--- src/rtl/rom_load_sequencer.sv ---
// rom_load_sequencer
//   Takes the hps_io ioctl download stream and turns it into region-relative
//   write strobes for the Pisces core's program ROM, graphics ROM and colour
//   PROM. It counts and checksums the accepted bytes, and it owns the core
//   reset. The core is held in reset until a complete image has loaded, and
//   is released after a fixed settle period.
//
// Ports
//   clk_sys      in   system clock, rising edge
//   reset        in   asynchronous active-high reset
//   dn_download  in   ioctl download-active level
//   dn_wr        in   ioctl byte strobe (1 cycle)
//   dn_addr[16]  in   ioctl byte address
//   dn_data[8]   in   ioctl byte
//   user_reset   in   OSD / button reset request
//   cpu_we       out  program ROM write strobe
//   gfx_we       out  graphics ROM write strobe
//   prom_we      out  colour PROM write strobe
//   wr_addr[16]  out  region-relative write address
//   wr_data[8]   out  write data
//   core_reset   out  core reset (I_RESET)
//   busy         out  load or settle in progress
//   rom_ok       out  a complete image is present
//   addr_err     out  sticky out-of-range write flag for the current load
//   checksum[8]  out  mod-256 sum of the accepted bytes
//   byte_count[17] out number of accepted bytes, saturating
module rom_load_sequencer #(
  parameter logic [15:0] CPU_END  = 16'h3FFF,
  parameter logic [15:0] GFX_END  = 16'h4FFF,
  parameter logic [15:0] PROM_END = 16'h501F,
  parameter logic [7:0]  HOLD_LEN = 8'd255
) (
  input  logic        clk_sys,
  input  logic        reset,
  input  logic        dn_download,
  input  logic        dn_wr,
  input  logic [15:0] dn_addr,
  input  logic [7:0]  dn_data,
  input  logic        user_reset,
  output logic        cpu_we,
  output logic        gfx_we,
  output logic        prom_we,
  output logic [15:0] wr_addr,
  output logic [7:0]  wr_data,
  output logic        core_reset,
  output logic        busy,
  output logic        rom_ok,
  output logic        addr_err,
  output logic [7:0]  checksum,
  output logic [16:0] byte_count
);

  localparam logic [15:0] GFX_BASE  = CPU_END + 16'd1;
  localparam logic [15:0] PROM_BASE = GFX_END + 16'd1;
  localparam logic [16:0] IMAGE_LEN = {1'b0, PROM_END} + 17'd1;

  typedef enum logic [1:0] {IDLE, LOAD, HOLD, RUN} state_t;

  state_t      state;
  logic        dl_prev;
  logic [7:0]  hold_cnt;

  logic        dl_rise;
  logic        accept;
  logic        sel_cpu;
  logic        sel_gfx;
  logic        sel_prom;
  logic        in_range;
  logic [15:0] rel_addr;
  logic [16:0] count_base;
  logic [7:0]  sum_base;

  always_comb begin
    dl_rise  = dn_download & ~dl_prev;
    // The cycle that enters LOAD can already carry the first byte.
    accept   = dn_wr & dn_download & ((state == LOAD) | dl_rise);
    sel_cpu  = (dn_addr <= CPU_END);
    sel_gfx  = ~sel_cpu & (dn_addr <= GFX_END);
    sel_prom = ~sel_cpu & ~sel_gfx & (dn_addr <= PROM_END);
    in_range = sel_cpu | sel_gfx | sel_prom;
    rel_addr = dn_addr;
    if (sel_gfx)  rel_addr = dn_addr - GFX_BASE;
    if (sel_prom) rel_addr = dn_addr - PROM_BASE;
    // A new download discards the previous image's totals, including for a
    // byte accepted on the entry cycle itself.
    count_base = dl_rise ? 17'd0 : byte_count;
    sum_base   = dl_rise ? 8'd0  : checksum;
  end

  always_ff @(posedge clk_sys or posedge reset) begin
    if (reset) begin
      state      <= IDLE;
      // Treated as already high so a download level held through reset does
      // not look like a fresh rising edge.
      dl_prev    <= 1'b1;
      hold_cnt   <= 8'd0;
      cpu_we     <= 1'b0;
      gfx_we     <= 1'b0;
      prom_we    <= 1'b0;
      wr_addr    <= 16'd0;
      wr_data    <= 8'd0;
      core_reset <= 1'b1;
      busy       <= 1'b0;
      rom_ok     <= 1'b0;
      addr_err   <= 1'b0;
      checksum   <= 8'd0;
      byte_count <= 17'd0;
    end else begin
      dl_prev <= dn_download;
      cpu_we  <= 1'b0;
      gfx_we  <= 1'b0;
      prom_we <= 1'b0;

      if (dl_rise) begin
        checksum   <= 8'd0;
        byte_count <= 17'd0;
        addr_err   <= 1'b0;
        rom_ok     <= 1'b0;
      end

      // Write path
      if (accept) begin
        if (in_range) begin
          cpu_we     <= sel_cpu;
          gfx_we     <= sel_gfx;
          prom_we    <= sel_prom;
          wr_addr    <= rel_addr;
          wr_data    <= dn_data;
          checksum   <= sum_base + dn_data;
          byte_count <= (&count_base) ? count_base : count_base + 17'd1;
        end else begin
          addr_err <= 1'b1;
        end
      end

      // Sequencer; a download edge outranks everything, including user_reset
      if (dl_rise) begin
        state      <= LOAD;
        busy       <= 1'b1;
        core_reset <= 1'b1;
      end else begin
        case (state)
          LOAD: begin
            if (!dn_download) begin
              state    <= HOLD;
              hold_cnt <= 8'd0;
            end
          end
          HOLD: begin
            if (hold_cnt == HOLD_LEN) begin
              busy <= 1'b0;
              if ((byte_count >= IMAGE_LEN) && !addr_err) begin
                state      <= RUN;
                rom_ok     <= 1'b1;
                core_reset <= 1'b0;
              end else begin
                state  <= IDLE;
                rom_ok <= 1'b0;
              end
            end else begin
              hold_cnt <= hold_cnt + 8'd1;
            end
          end
          RUN: begin
            if (user_reset) begin
              state      <= HOLD;
              hold_cnt   <= 8'd0;
              core_reset <= 1'b1;
              busy       <= 1'b1;
            end
          end
          default: ;
        endcase
      end
    end
  end

endmodule

--- config.mk ---
export PLATFORM = sky130hd
export DESIGN_NAME = rom_load_sequencer
export DESIGN_NICKNAME = d
export VERILOG_FILES = /design/src/rtl/rom_load_sequencer.sv
export SDC_FILE = /design/constraint.sdc
export NUM_CORES = 1
export LEC_CHECK = 0
export CORE_UTILIZATION = 31
export CTS_CLUSTER_SIZE = 28
export DETAILED_ROUTE_END_ITERATION = 16
export PLACE_DENSITY = 0.64
export SYNTH_ARGS = -nofsm -noshare
export SYNTH_HDL_FRONTEND = slang
export SYNTH_SLANG_ARGS = --single-unit
--- constraint.sdc ---
create_clock -name clk_sys -period 3.92 [get_ports clk_sys]
set_input_delay 0.392 -clock clk_sys [delete_from_list [all_inputs] [get_ports clk_sys]]
set_output_delay 0.392 -clock clk_sys [all_outputs]
set_load 0.02 [all_outputs]
**After elaboration in Yosys (flattened, before gate mapping)**

Index checks and enable logic that the tools add are counted.

- Add/subtract/negate cells: 5
- Order comparisons: 4
- Multiplexer cells: 41
- Reduce and logical (&&, ||, !) cells: 11
- Eq/ne operators: 11
- Bitwise operators: 13

Operators with widths:

| operator | count |
|---|---|
| 17-bit two-way mux | 4 |
| 8-bit two-way mux | 6 |
| 16-bit by 15-bit less-or-equal comparator with 1-bit output (second input constant) | 2 |
| 16-bit two-way mux | 2 |
| 16-bit by 15-bit subtractor with 16-bit output (second input constant) | 2 |
| 8-bit one-hot mux with 3 select lines | 1 |
| 1-bit two-way mux | 20 |
| 17-bit by 1-bit adder with 17-bit output (second input constant) | 1 |
| 17-bit by 15-bit greater-or-equal comparator with 1-bit output (second input constant) | 1 |
| 17-bit AND reduction | 1 |
| 16-bit by 14-bit less-or-equal comparator with 1-bit output (second input constant) | 1 |
| 3-bit inequality test (second input constant) | 4 |
| 2-bit two-way mux | 5 |
| 8-bit by 1-bit adder with 8-bit output (second input constant) | 1 |
| 8-bit adder | 1 |
| 8-bit equality test (second input constant) | 1 |
| 4-bit AND reduction | 2 |
| 1-bit bitwise AND | 6 |
| 2-bit inequality test (second input constant) | 3 |
| 2-bit one-hot mux with 3 select lines | 1 |
| 3-bit nonzero test | 2 |
| 5-bit AND reduction | 1 |
| 2-bit equality test (second input constant) | 2 |
| 1-bit NOT | 4 |
| 8 further kinds | 11 |

- Flip-flop bits (word level): 67
- Bits of input ports: 29
- Word-level logic and storage cells: 99
- Output and inout port bits: 56

**Longest topological paths before layout**

Gate-level depths: netlist of the first run.

- Word-level depth: 9
- Depth in mapped cells: 13
- Gate-level depth less buffers: 11

**Least setup slack after synthesis of the first run**

No wires, ideal clock.

- Path type: register to register
- From: register dl_prev
- To: register checksum[6]
- Cell stages (with the launch flop): 14
- Data arrival time: 2.482 ns
- Buffers on the path: 2
- Setup time: 0.083 ns
- Clock period less this slack: 2.565 ns
- Setup slack: 1.355 ns
- Data required time: 3.837 ns
- Path through: dfstp_2 nand2b_1 clkbuf_1 clkbuf_1 and2_1 ha_1 inv_1 fa_1 nor2b_1 nor3_1 o21bai_1 a21oi_1 xor2_1 o21ai_0

- Longest elaborated chain between the ends: 6
- Elaborated cells on any way between the ends: 8
- Classes of those cells: add/sub (1); mux (3); bitwise (4)

Ends and longest elaborated chain:

| what | RTL line | text |
|---|---|---|
| start: declaration | 60 | `logic dl_prev;` |
| start signal: assignment | 109 | `dl_prev <= dn_download;` |
| 1-bit NOT * | 74 | `dl_rise = dn_download & ~dl_prev;` |
| 1-bit bitwise AND * | 74 |  |
| 8-bit two-way mux | 87, 114 |  |
| 8-bit adder | 129 | `checksum <= sum_base + dn_data;` |
| 8-bit two-way mux | 123 | `if (in_range) begin` |
| 8-bit two-way mux * | 122 | `if (accept) begin` |
| end signal: assignment | 129 |  |
| end: declaration | 49 | `output logic [7:0] checksum,` |

Every way passes the cells marked *; elsewhere a longest branch is shown, timed or not.
A chain may end at the register's enable or synchronous reset.

**Final worst setup path of the first run**

- From: input port dn_addr[15]
- To: register wr_data[7]

- Longest elaborated chain between the ends: 8
- Elaborated cells on any way between the ends: 11
- Classes of those cells: order compare (3); bitwise (7); reduce/logical (1)

Ends and longest elaborated chain:

| what | RTL line | text |
|---|---|---|
| start: declaration | 37 | `input logic [15:0] dn_addr,` |
| 16-bit by 14-bit less-or-equal comparator with 1-bit output | 77 | `sel_cpu = (dn_addr <= CPU_END);` |
| 1-bit NOT | 78, 79 |  |
| 1-bit bitwise AND | 78 | `sel_gfx = ~sel_cpu & (dn_addr <= GFX_END);` |
| 1-bit NOT | 79 | `sel_prom = ~sel_cpu & ~sel_gfx & (dn_addr <= PROM_END);` |
| 1-bit bitwise AND (2 in a row) | 79 |  |
| 1-bit bitwise OR * | 80 | `in_range = sel_cpu \| sel_gfx \| sel_prom;` |
| 2-bit AND reduction (no line) * | -- |  |
| end signal: assignment | 128 | `wr_data <= dn_data;` |
| end: declaration | 44 | `output logic [7:0] wr_data,` |

Marks and branches as above.

==> flow_summary.ini, run 1 <==
[drt]
firstDrtPassIters = 4
wl_um = 8850
first_iter_violations = 167
drc = 0
ant_nets = 0
wire_per_inst_um = 14.9
drt-vias-per-instance = 5.04
num_vias = 2983

[timing]
hold_slack_ns = 0.442
layout_setup_ws_ns = 1.03
rsz0062_at_grt = no
min_period_over_period_pct = 73.7
hold_viol_final = 0
setup_tns_ns = 0
fmax_ghz = 0.346
drv_slew = 0
slew_headroom_pct = 38.9
tightest_slew_ns = 0.909
skew_ns = 0.00861
fin_crit_ns = 2.89
setup_viol = 0

[synthesis]
avgSynthCellArea_um2 = 9.96
synth_area_mm2 = 0.00357
ys.flop_type = dfrtp_1
syn_nets = 401
ys_warn_count = 0
yosysSeqAreaShare_pct = 47.1
ys_types = 50
ys_ff_latch = 67
synthCells = 358
synth-edff-count = 0
synth-async-reset-ratio_pct = 100

[setup_path]
crit_fanout = 16
slowest_delay_ns = 0.50
critical_path.cell_chain = clkdlybuf4s50_1, inv_1, ha_1, nor2b_1, nor2_1, or3_1, o21ai_4, buf_4, mux2_2
start_kind = input pin
arrival_ns = 3.10
path_class = in -> reg
worstPathRequired_ns = 4.13
cpLargestDelayFamily = buffers and inverters
endpoint_kind = flop
path_buf_inv = 3
slowest_stage = clkdlybuf4s50_1

[clock_network]
numCtsBuffers = 9
clk_path_buf_depth = 2
cts_sinks = 67
root_buffer = clkbuf_16
htreeDepth = 3
cts_resized = 0
ctsHoldBuffers = 0
cts.clk_slew.worst_paths_ns = 0.06
insertion_delay_ns = 0.33
cts_tree = built
cts_setup_buffers = 0

[power_and_ir_drop]
p_per_area_mw_per_mm2 = 456
vdd_ir_drop_max_uv = 279
p_leak_nw = 2.09
power_mw = 2.21

[place]
hpwl_um = 6530
io_buffers = 84
gp_congestion = 0.842
place_ws_ns = 0.699

[finish]
layout.cells.most_common = clkdlybuf4s50_1
drive_gt1_share_pct = 10.8
syn2layout_area_growth_pct = 36.1
final_cell_mix = clkdlybuf4s50_1 (84), dfrtp_1 (65), nand2_1 (55)
antenna_cells = 0
nNetsFinal = 490
fin_util_pct = 44.0

[floorplanning]
die_width_um = 109
die_h_um = 109
num_io_pins = 85
core_mm2 = 0.0110
rows = 38
start_util_pct = 32.3
die-area_mm2 = 0.0119

[run]
max-cap-violations = 0

[global_route]
antenna_found_initial = 0
grt_start_max_net_pins = 44
track_usage_pct = 15.9
grt_pass1_wl_um = 14600
overflow = 0
grt_pass1_vias = 3046

[min_path]
min_path_type = in -> async

[outcome]
status = completed
-- worst register-to-register path: stages (launching register included) --
cell and delay, ns:
dfstp_2 0.53, nand2b_1 0.53, and2_1 0.25, ha_1 0.18
inv_1 0.06, fa_1 0.40, nor2b_1 0.17, nor3_1 0.08
o21bai_1 0.16, a21oi_1 0.10, xor2_1 0.14, o21ai_0 0.15
-- state kept, by name (all words and copies together) (netlist names), 2 cells and up --
name / count
byte_count: 17
checksum: 8
hold_cnt: 8
state: 2
wr_addr: 16
wr_data: 8
-- cells in the mapped netlist (5+ instances only) --
| library cell | instances | share of area, % |
|---|---|---|
| a21oi_1 | 11 | 1.5 |
| and2_1 | 12 | 2.1 |
| and3_1 | 8 | 1.4 |
| clkbuf_1 | 7 | 0.74 |
| dfrtp_1 | 65 | 46 |
| ha_1 | 13 | 4.6 |
| inv_1 | 10 | 1.1 |
| mux2_2 | 19 | 6.0 |
| mux2i_1 | 7 | 2.0 |
| nand2_1 | 55 | 5.8 |
| nand2b_1 | 12 | 2.1 |
| nand3_1 | 14 | 2.0 |
| nand4_1 | 7 | 1.2 |
| nor2_1 | 15 | 1.6 |
| nor3_1 | 12 | 1.7 |
| o211ai_1 | 5 | 1.1 |
| o21ai_0 | 16 | 2.2 |
| or3_1 | 5 | 0.88 |
| xnor2_1 | 8 | 2.0 |
| xor2_1 | 10 | 2.5 |
-- where the power goes --
group	internal (mW)	total, mW	switching (mW)
clock network	0.447	0.752	0.304
logic	0.297	0.602	0.305
registers	0.792	0.860	0.0680
total	1.54	2.21	0.677
-- metal layers --
| metal | vias to the layer above | part of all wire, % | track usage, % |
|---|---|---|---|
| li1 | 1442 | - | - |
| met1 | 1438 | 44 | 20.3 |
| met2 | 91 | 48 | 25.3 |
| met3 | 12 | 6.2 | 5.08 |
| met4 | 0 | 1.2 | 5.52 |
| met5 | - | 0 | 0 |
-- layout make-up --
class                           count  area (µm²)
Fill cell                        1080        6180
Multi-Input combinational cell    269        1800
Sequential cell                    67        1680
Timing Repair Buffer               90         886
Clock buffer                       11         243
Tap cell                          140         175
Clock inverter                      5        37.5
Inverter                           10        37.5
-- cell families (layout without fill, tap and decap cells) --
| family | Yosys count | count (layout) | synth area share, % |
|---|---|---|---|
| AND/OR/NAND/NOR | 153 | 153 | 21.8 |
| flip-flops | 67 | 67 | 47.1 |
| AO/OA/AOI/OAI | 58 | 58 | 11.0 |
| multiplexers | 26 | 26 | 7.96 |
| buffers and inverters | 22 | 116 | 2.67 |
| XOR/XNOR | 18 | 18 | 4.42 |
| adder cells (fa/ha/maj) | 14 | 14 | 5.12 |
-- worst paths after layout --
kind	startpoint	endpoint	slack (ns)	depth (start not counted)
worst max-delay path	dn_addr[15]	wr_data[7]	1.03	9
worst min-delay path	reset	wr_addr[1]	0.44	2
min in group clk_sys	wr_addr[14]	wr_addr[14]	0.49	2
worst max register to register	dl_prev	checksum[6]	1.08	11
worst min register to register	wr_addr[14]	wr_addr[14]	0.49	2
max in group asynchronous	reset	busy	2.52	3
-- stage by stage --
step / area [µm²] / cells
floorplan: 3570 / 358
global placement: 4570 / 576
detailed placement: 4570 / 576
CTS: 4850 / 592
global route: 4850 / 592
finish: 4850 / 592
Note: power is estimated with default switching activity, not from simulation.
==> run 2, diff against run 1 <==
PLACE_DENSITY = 0.66   (was 0.64)
clock period = 2.5 ns   (was 3.92 ns; I/O delays follow)
==> run 2 against run 1 <==
Via count is 3.1% higher. Die area unchanged. Combinational power is 68% higher. Cell count grew 5.4%. Non-clock buffer count grew 32. Utilization rose by 3.0 points. Hold slack worse by 0.14 ns. Total power rose by 66%. Global-route usage is 0.13 points higher. First-iteration DRC count shrank 31%. Sequential share of layout area shrank 2.2 points. Setup slack got worse by 0.89 ns. Critical path type is now reg -> reg. Critical endpoint is now byte_count[5]. Largest power group unchanged. Highest routed layer unchanged.
==> flow_summary.ini, run 2 (synthesized netlist as in run 1, its figures left out) <==
[setup_path]
r2r_slack_ns = 0.14
arrival_ns = 2.61
start_kind = flop
slowest_delay_ns = 0.54
endpoint_kind = flop
crit_path_frequent_cell = buf_4
r2r-start = dl_prev
r2r.worst_path.cells = 9
path_class = reg -> reg
worstReg2RegEnd = byte_count[5]
slowest_stage = dfstp_2
worstPathRequired_ns = 2.75
critical_path.cell_chain = nand2b_4, buf_12, buf_4, nand4_1, or3_1, o211ai_1, buf_4, o21ai_0, a21boi_0
crit_fanout = 23

[global_route]
grt_pass1_wl_um = 14600
track_usage_pct = 16.1
grt_pass1_vias = 3051
overflow = 0
antenna_found_initial = 0
grt_start_max_net_pins = 68

[drt]
wl_um = 8880
top_layer = met4
wl_met1_um = 4020
first_iter_violations = 116
wire_per_inst_um = 14.2
num_vias = 3076
drc = 0
wl_met3_um = 524
wl_met2_um = 4230
drt-vias-per-instance = 4.93
firstDrtPassIters = 5
ant_nets = 0

[timing]
slew_headroom_pct = 69.8
hold_viol_final = 0
tightest_slew_ns = 0.441
fin_crit_ns = 2.36
setup_viol = 0
setup_tns_ns = 0
fmax_ghz = 0.425
skew_ns = 0.00629
min_period_over_period_pct = 94.2
drv_slew = 0
layout_setup_ws_ns = 0.145

[finish]
drive_gt1_share_pct = 17.8
antenna_cells = 0
layout.cells.most_common = clkdlybuf4s50_1
nFillCells = 1036
seqCellArea_mm2 = 0.00168
syn2layout_area_growth_pct = 45.3
fin_util_pct = 47.0
top_register = byte_count
fin_area_mm2 = 0.00518
nNetsFinal = 522
multi_input_area_mm2 = 0.00181
largest_register_ffs = 17
reg.largest.list = byte_count (17), wr_addr (16)
final_cell_mix = clkdlybuf4s50_1 (84), dfrtp_1 (65), nand2_1 (55)

[power_and_ir_drop]
vdd_ir_drop_max_uv = 342
p_per_area_mw_per_mm2 = 708
power_mw = 3.67
p_leak_nw = 2.29

[clock_network]
cts_tree = built
insertion_delay_ns = 0.34
htreeDepth = 3
cts.clk_slew.worst_paths_ns = 0.06
clk_path_buf_depth = 2
numCtsBuffers = 9
cts_sinks = 67
ctsHoldBuffers = 0
root_buffer = clkbuf_16

[place]
io_buffers = 84
place_area_mm2 = 0.00484
gp_congestion = 0.812
hpwl_um = 6560
place_ws_ns = -0.146

[floorplanning]
start_util_pct = 32.3
rows = 38
core_mm2 = 0.0110
die_width_um = 109
die-area_mm2 = 0.0119
num_io_pins = 85
die_h_um = 109

[outcome]
status = completed

[min_path]
min_path_type = in -> async

[run]
max-cap-violations = 0
-- run 2: what timing repair did --
item,in CTS,in global routing
buffers inserted,0,1
pin swaps,0,1
resized for setup,1,4
setup endpoints to repair,1,12
-- run 2: per-stage QoR --
stage | cells | hold WS (ns)
after global placement | 607 | 0.475
after global routing | 624 | 0.383
after floorplan | 358 | 0.254
after CTS | 623 | 0.322
final | 624 | 0.304
after detailed placement | 607 | 0.471
-- run 2: cell type report --
cell class              count  area share, %
repair buffers            122           22.4
clock buffers              12           5.14
well taps                 140           3.38
inverters                  10          0.724
clock inverters             4          0.917
flip-flops and latches     67           32.4
multi-input cells         269           35.0
-- run 2: report_power, final --
part / leakage [nW] / switching (mW) / internal (mW) / total [mW]
logic: 1.27 / 0.489 / 0.518 / 1.01
clock network: 0.155 / 0.474 / 0.850 / 1.32
registers: 0.864 / 0.0994 / 1.24 / 1.34
-- run 2: worst max path at each step --
stage | cells after the start | startpoint | slack [ns] | to
after floorplan | 13 | dl_prev | 0.007 | checksum[6]
after global placement | 12 | dn_download | -0.06 | checksum[7]
after detailed placement | 13 | dn_download | -0.15 | checksum[6]
after CTS | 12 | dl_prev | 0.004 | checksum[6]
after global routing | 11 | dl_prev | -0.01 | checksum[7]
final | 9 | dl_prev | 0.14 | byte_count[5]
-- run 2: worst max-delay path: cells and delay by family, from the launching register on --
family | cells | cell delay, ns
buf+inv | 3 | 0.52
flops | 1 | 0.54
simple gates | 3 | 0.83
compound gates | 3 | 0.38
-- run 2: layer usage --
metal  vias up  track usage (%)
met4         0             5.81
met5         -                0
met2        72             25.3
li1       1508                -
met1      1486             20.3
met3        10             5.50
==> run 3, diff against run 2 <==
CAP_MARGIN = 20   (was default)
==> results of run 3 <==
Same layout as run 2: the final DEF is identical, and so are final timing and power.
